===== config.mk =====
export PLATFORM = sky130hd
export DESIGN_NAME = raster_cmd_scheduler
export DESIGN_NICKNAME = d
export VERILOG_FILES = /design/src/rtl/raster_cmd_scheduler.sv
export SDC_FILE = /design/constraint.sdc
export NUM_CORES = 1
export LEC_CHECK = 0
export BUFFER_PORTS_ARGS = -buffer_cell sky130_fd_sc_hd__clkbuf_2
export CELL_PAD_IN_SITES_DETAIL_PLACEMENT = 1
export CELL_PAD_IN_SITES_GLOBAL_PLACEMENT = 2
export CORE_ASPECT_RATIO = 1.4
export CORE_MARGIN = 10
export CORE_UTILIZATION = 30
export DETAILED_ROUTE_END_ITERATION = 10
export GPL_TIMING_DRIVEN = 0
export PLACE_DENSITY = 0.71
export SYNTH_ARGS = -nofsm -noshare
export SYNTH_HDL_FRONTEND = slang
export SYNTH_SLANG_ARGS = --single-unit

===== constraint.sdc =====
create_clock -name clk -period 5.45 [get_ports clk]
set_input_delay 0.2725 -clock clk [delete_from_list [all_inputs] [get_ports clk]]
set_output_delay 0.2725 -clock clk [all_outputs]
set_load 0.05 [all_outputs]

===== src/rtl/raster_cmd_scheduler.sv =====
// raster_cmd_scheduler
// Two-port command scheduler in front of the 8x8 rasterizer. It round-robin
// arbitrates draw commands from requester A (host) and requester B
// (sprite/engine) into a small FIFO. It then issues them one at a time, each
// paced by frame_sync and the fixed 64-cycle pixel readout. A watchdog flags a
// rasterizer that never answers.
//
// Parameters
//   DEPTH         command FIFO entries (power of two, 2..16)
//   SYNC_TIMEOUT  cycles allowed in WAIT without frame_sync before err
// Ports
//   clk, rst_n          clock, asynchronous active-low reset
//   a_valid/a_ready     requester A handshake; a_cmd[1:0], a_args[17:0]
//   b_valid/b_ready     requester B handshake; b_cmd[1:0], b_args[17:0]
//   ras_cmd[1:0]        rasterizer command, non-zero for one cycle per issue
//   ras_args[17:0]      rasterizer coordinates {x1,y1,x2,y2,w,h}, held
//   frame_sync          rasterizer frame sync pulse
//   busy                FSM active or FIFO non-empty
//   done                one-cycle pulse at end of a readout window
//   err                 sticky watchdog error
//   issued[7:0]         wrapping count of issued commands
module raster_cmd_scheduler #(
  parameter int unsigned DEPTH        = 4,
  parameter int unsigned SYNC_TIMEOUT = 8
) (
  input  logic        clk,
  input  logic        rst_n,
  input  logic        a_valid,
  output logic        a_ready,
  input  logic [1:0]  a_cmd,
  input  logic [17:0] a_args,
  input  logic        b_valid,
  output logic        b_ready,
  input  logic [1:0]  b_cmd,
  input  logic [17:0] b_args,
  output logic [1:0]  ras_cmd,
  output logic [17:0] ras_args,
  input  logic        frame_sync,
  output logic        busy,
  output logic        done,
  output logic        err,
  output logic [7:0]  issued
);

  localparam int unsigned AW = (DEPTH > 1) ? $clog2(DEPTH) : 1;
  localparam int unsigned TW = $clog2(SYNC_TIMEOUT) + 1;
  localparam logic [TW-1:0] TimerLast = TW'(SYNC_TIMEOUT - 1);
  localparam logic [TW-1:0] TimerOne  = TW'(1);
  localparam logic [AW:0]   PtrOne    = (AW + 1)'(1);

  typedef enum logic [1:0] {StIdle, StIssue, StWait, StDrain} state_e;

  state_e state_q, state_d;

  // Arbiter
  logic        rr_q;  // 0: A wins a tie, 1: B wins a tie
  logic        fifo_full, fifo_empty;
  logic        gnt_a, gnt_b, gnt_any;
  logic [1:0]  gnt_cmd;
  logic [17:0] gnt_args;
  logic        push, pop;

  always_comb begin
    gnt_a = 1'b0;
    gnt_b = 1'b0;
    if (!fifo_full) begin
      if (a_valid && b_valid) begin
        gnt_a = ~rr_q;
        gnt_b = rr_q;
      end else begin
        gnt_a = a_valid;
        gnt_b = b_valid;
      end
    end
  end

  assign a_ready  = gnt_a;
  assign b_ready  = gnt_b;
  assign gnt_any  = gnt_a | gnt_b;
  assign gnt_cmd  = gnt_b ? b_cmd : a_cmd;
  assign gnt_args = gnt_b ? b_args : a_args;
  // NOPs complete the handshake but never reach the FIFO.
  assign push     = gnt_any && (gnt_cmd != 2'b00);

  always_ff @(posedge clk or negedge rst_n) begin
    if (!rst_n) begin
      rr_q <= 1'b0;
    end else if (gnt_any) begin
      rr_q <= ~rr_q;
    end
  end

  // Command FIFO: {cmd, args}, pointers carry an extra wrap bit.
  logic [19:0] mem_q [DEPTH];
  logic [AW:0] wr_ptr_q, rd_ptr_q;
  logic [19:0] head;

  assign fifo_empty = (wr_ptr_q == rd_ptr_q);
  assign fifo_full  = (wr_ptr_q[AW-1:0] == rd_ptr_q[AW-1:0]) && (wr_ptr_q[AW] != rd_ptr_q[AW]);
  assign head       = mem_q[rd_ptr_q[AW-1:0]];

  always_ff @(posedge clk) begin
    if (push) begin
      mem_q[wr_ptr_q[AW-1:0]] <= {gnt_cmd, gnt_args};
    end
  end

  always_ff @(posedge clk or negedge rst_n) begin
    if (!rst_n) begin
      wr_ptr_q <= '0;
      rd_ptr_q <= '0;
    end else begin
      if (push) wr_ptr_q <= wr_ptr_q + PtrOne;
      if (pop)  rd_ptr_q <= rd_ptr_q + PtrOne;
    end
  end

  // Issue FSM
  logic [1:0]    ras_cmd_q, ras_cmd_d;
  logic [17:0]   ras_args_q, ras_args_d;
  logic [TW-1:0] timer_q, timer_d;
  logic [5:0]    drain_q, drain_d;
  logic          done_q, done_d;
  logic          err_q, err_d;
  logic [7:0]    issued_q, issued_d;

  always_ff @(posedge clk or negedge rst_n) begin
    if (!rst_n) begin
      state_q <= StIdle;
    end else begin
      state_q <= state_d;
    end
  end

  always_comb begin
    state_d = state_q;
    unique case (state_q)
      StIdle:  if (!fifo_empty) state_d = StIssue;
      StIssue: state_d = StWait;
      StWait: begin
        if (frame_sync) begin
          state_d = StDrain;
        end else if (timer_q == TimerLast) begin
          state_d = StIdle;
        end
      end
      StDrain: if (drain_q == 6'd0) state_d = StIdle;
      default: state_d = StIdle;
    endcase
  end

  assign pop = (state_q == StIdle) && !fifo_empty;

  always_comb begin
    ras_cmd_d  = ras_cmd_q;
    ras_args_d = ras_args_q;
    timer_d    = timer_q;
    drain_d    = drain_q;
    done_d     = 1'b0;
    err_d      = err_q;
    issued_d   = issued_q;
    unique case (state_q)
      StIdle: begin
        if (pop) begin
          ras_cmd_d  = head[19:18];
          ras_args_d = head[17:0];
          issued_d   = issued_q + 8'd1;
        end
      end
      StIssue: begin
        ras_cmd_d = 2'b00;
        timer_d   = '0;
      end
      StWait: begin
        if (frame_sync) begin
          drain_d = 6'd63;
        end else if (timer_q == TimerLast) begin
          err_d = 1'b1;
        end else begin
          timer_d = timer_q + TimerOne;
        end
      end
      StDrain: begin
        if (drain_q == 6'd0) begin
          done_d = 1'b1;
        end else begin
          drain_d = drain_q - 6'd1;
        end
      end
      default: ;
    endcase
  end

  always_ff @(posedge clk or negedge rst_n) begin
    if (!rst_n) begin
      ras_cmd_q  <= 2'b00;
      ras_args_q <= '0;
      timer_q    <= '0;
      drain_q    <= '0;
      done_q     <= 1'b0;
      err_q      <= 1'b0;
      issued_q   <= '0;
    end else begin
      ras_cmd_q  <= ras_cmd_d;
      ras_args_q <= ras_args_d;
      timer_q    <= timer_d;
      drain_q    <= drain_d;
      done_q     <= done_d;
      err_q      <= err_d;
      issued_q   <= issued_d;
    end
  end

  assign ras_cmd  = ras_cmd_q;
  assign ras_args = ras_args_q;
  assign done     = done_q;
  assign err      = err_q;
  assign issued   = issued_q;
  assign busy     = (state_q != StIdle) || !fifo_empty;

endmodule


==> flow_summary_export.csv <==
group,metric,value,unit
synth,ys_warn_count,0,
critical_path,worstPathArrival,2.66,ns
global_route,track_usage,10.7,%
synth,synth_cell_types,45,
finish,nets,475,
detailed_routing,drt_iter0_drc,172,
power_and_ir_drop,cellPowerDensity,631,nW/um2
finish,fillers,1904,
clock_tree,tritoncts,"built",
sta,max_freq,378,MHz
synth,async_flop_share,38.0,%
sta,slew_viol_final,0,
synth,syn_area,5500,um2
sta,fin_crit,2.65,ns
critical_path,cp.required,5.47,ns
finish,area.growth.synth_to_final,23.2,%
detailed_routing,wl_per_cell,18.3,um
global_route,grt_overflow,0,
status,outcome,"finished clean",
detailed_routing,ant_nets,0,
synth,synth_area_leader_cell,"edfxtp_1",
sta,timing.setup.tns,0,ns
synth,syn_avg_cell_area,17.0,um2
synth,synth_seq_cells,129,
floorplan,initial_core_util,30.6,%
power_and_ir_drop,peakVddDrop,0.230,mV
detailed_routing,drc,0,
finish,fin_cells,674,
sta,finalSetupViolCount,0,
synth,seq_area_frac_synth,65.9,%
finish,fin_util,37.7,%
place,hpwl,8.63,mm
synth,syn-num-nets,378,
floorplan,ios,78,
place,gp_congestion,0.700,
floorplan,core,18000,um2
floorplan,die_h,180,um
place,placed_cells,641,
finish,antenna_cells,0,
clock_tree,clkSlewWorstSetupHoldPaths,0.05,ns
clock_tree,cts-buffers-inserted,17,
synth,netlist_top_cells_area,"edfxtp_1, dfrtp_1, mux4_2",
sta,rsz0062_at_grt,"no",
synth,synth_edf_count,80,
finish,layout-drive-gt1-share,41.5,%
detailed_routing,via_count,3129,
global_route,antenna_found_initial,0,
detailed_routing,wl,12.3,mm
clock_tree,clock_latency,0.41,ns
floorplan,die_area,24200,um2
critical_path,rrSetupSlack,2.80,ns
critical_path,crit_path_start_kind,"register",
clock_tree,clockBufferDepth,2,
place,portBuffers,77,
sta,hold_viol,0,
global_route,grt_pass1_wl,20.0,mm
power_and_ir_drop,p_leak,2.69,nW
detailed_routing,viasPerCell,4.64,
clock_tree,root_buffer,"clkbuf_16",
synth,postSynthCellCount,324,
sta,slew-limit-headroom,15.2,%
sta,fin_crit_sh,48.6,%
sta,worstMarginPinSlew,1.27,ns
critical_path,worstSetupPathType,"register to register",
hold_path,hp-class,"primary input to register",
synth,synth_top_area_share,43.6,%
floorplan,die_x,134,um
synth,yosys_most_used_dff,"edfxtp_1",
sta,fin_skew,0.00677,ns
detailed_routing,first_pass_iters,4,
clock_tree,cts_sinks,129,
run,drv_cap,0,
global_route,grt_max_degree,50,
critical_path,path_max_fanout,21,
floorplan,num_rows,58,
critical_path,critPathCaptureType,"register",
global_route,grt_pass1_vias,3553,
clock_tree,cts_htree_levels,4,
where the power goes:
| group | internal [mW] | total, mW | switching [mW] |
|---|---|---|---|
| logic | 0.592 | 1.57 | 0.978 |
| registers | 1.42 | 1.59 | 0.165 |
| clock network | 0.717 | 1.12 | 0.399 |
| total | 2.73 | 4.28 | 1.54 |
area by class of cell:
| cell class | instances | area (um2) | share of cell area [%] |
|---|---|---|---|
| buffer | 14 | 83.8 | 1.24 |
| sequential | 129 | 3630 | 53.5 |
| clock inverter | 10 | 135 | 1.99 |
| multi-input combinational | 174 | 1770 | 26.0 |
| timing repair buffer | 78 | 398 | 5.87 |
| clock buffer | 22 | 444 | 6.55 |
| inverter | 7 | 26.3 | 0.387 |
| tap | 240 | 300 | 4.43 |
critical path: stages (launching register included):
cell     delay [ns]
dfrtp_1        0.35
buf_4          0.15
buf_2          0.36
xnor2_1        0.15
nand3_1        0.20
and3_1         1.05
kinds of logic after synthesis:
| kind of cell | after synthesis | share of synthesized area, % |
|---|---|---|
| AOI/OAI and AO/OA | 22 | 2.71 |
| adders and majority gates | 9 | 2.05 |
| buffers and inverters | 21 | 2.00 |
| DFF | 129 | 65.9 |
| and+or+nand+nor | 61 | 6.00 |
| xor gates and xnor gates | 21 | 3.48 |
| muxes | 61 | 17.8 |
cell usage after synthesis (2+ instances only):
cell type   n
nor2b_1     2
clkbuf_1    2
buf_4       2
o21ai_0     6
a211oi_1    2
and2_1      4
inv_1       7
or2_2       2
mux4_2     20
buf_6       2
nand2_1    12
nand3_1     9
edfxtp_1   80
dfrtp_1    49
mux2_4     19
a21oi_1     4
xor2_1      8
nand4_1     5
ha_1        9
a22oi_1     2
xnor2_1    12
nor3_1      3
mux2_2     21
nor2_1      8
and3_1      7
nand2b_1    2
buf_2       7
sequential cells by signal (all words and copies together) (netlist names):
register,flops
mem_q,80
err,1
state_q,2
rd_ptr_q,3
wr_ptr_q,3
rr_q,1
ras_args,18
timer_q,4
issued,8
done,1
drain_q,6
ras_cmd,2
per-layer routing:
layer	GRT usage (%)	share of wire, %	up-vias
li1	-	-	1428
met5	0	0	-
met2	18.7	54	69
met1	11.7	39	1616
met3	3.24	4.4	16
met4	4.23	1.8	0
path summary, 6_finish.rpt:
kind / from / end / cells past startpoint
hold reg to reg: issued[7]$_DFFE_PN0P_ / issued[7]$_DFFE_PN0P_ / 1
max in group asynchronous: rst_n / rr_q$_DFFE_PN0P_ / 2
setup reg to reg: rd_ptr_q[0]$_DFFE_PN0P_ / mem_q[3][5]$_DFFE_PP_ / 5
setup / recovery: rd_ptr_q[0]$_DFFE_PN0P_ / mem_q[3][5]$_DFFE_PP_ / 5
hold / removal: a_args[14] / mem_q[1][14]$_DFFE_PP_ / 2
min in group asynchronous: rst_n / issued[3]$_DFFE_PN0P_ / 2
placed cells by master, fill, tap and decap left out, types with 2 or more instances in the layout:
| cell | instances |
|---|---|
| edfxtp_1 | 80 |
| clkbuf_2 | 76 |
| dfrtp_1 | 49 |
| mux2_2 | 21 |
| mux4_2 | 20 |
| mux2_4 | 19 |
| clkbuf_16 | 17 |
| xnor2_1 | 12 |
| nand2_1 | 12 |
| nand3_1 | 9 |
| ha_1 | 9 |
| xor2_1 | 8 |
| nor2_1 | 8 |
| inv_1 | 7 |
| buf_2 | 7 |
| and3_1 | 7 |
| clkbuf_1 | 7 |
| o21ai_0 | 6 |
| nand4_1 | 5 |
| and2_1 | 4 |
| a21oi_1 | 4 |
| nor3_1 | 3 |
| clkinvlp_4 | 3 |
| bufinv_16 | 3 |
| buf_4 | 2 |
| nor2b_1 | 2 |
| buf_6 | 2 |
| nand2b_1 | 2 |
| or2_2 | 2 |
| a22oi_1 | 2 |
| a211oi_1 | 2 |
| clkinv_2 | 2 |
metrics by stage:
step           hold WS, ns  area (um2)  setup WS (ns)  power [mW]
6_report             0.197        6780           2.80        4.28
5_1_grt              0.181        6780           2.55        4.54
4_1_cts              0.182        6780           2.73        4.36
3_5_place_dp         0.424        6190           2.74        3.23
3_3_place_gp         0.460        6190           2.78        3.15
2_1_floorplan      -0.0231        5500           3.43        2.77
what timing repair did:
item,4_1_cts,5_1_grt
hold endpoints to repair,24,0
resized for setup,0,0
setup buffers,0,0
hold buffers,1,0
No activity file was read; power rests on OpenSTA's default activity.
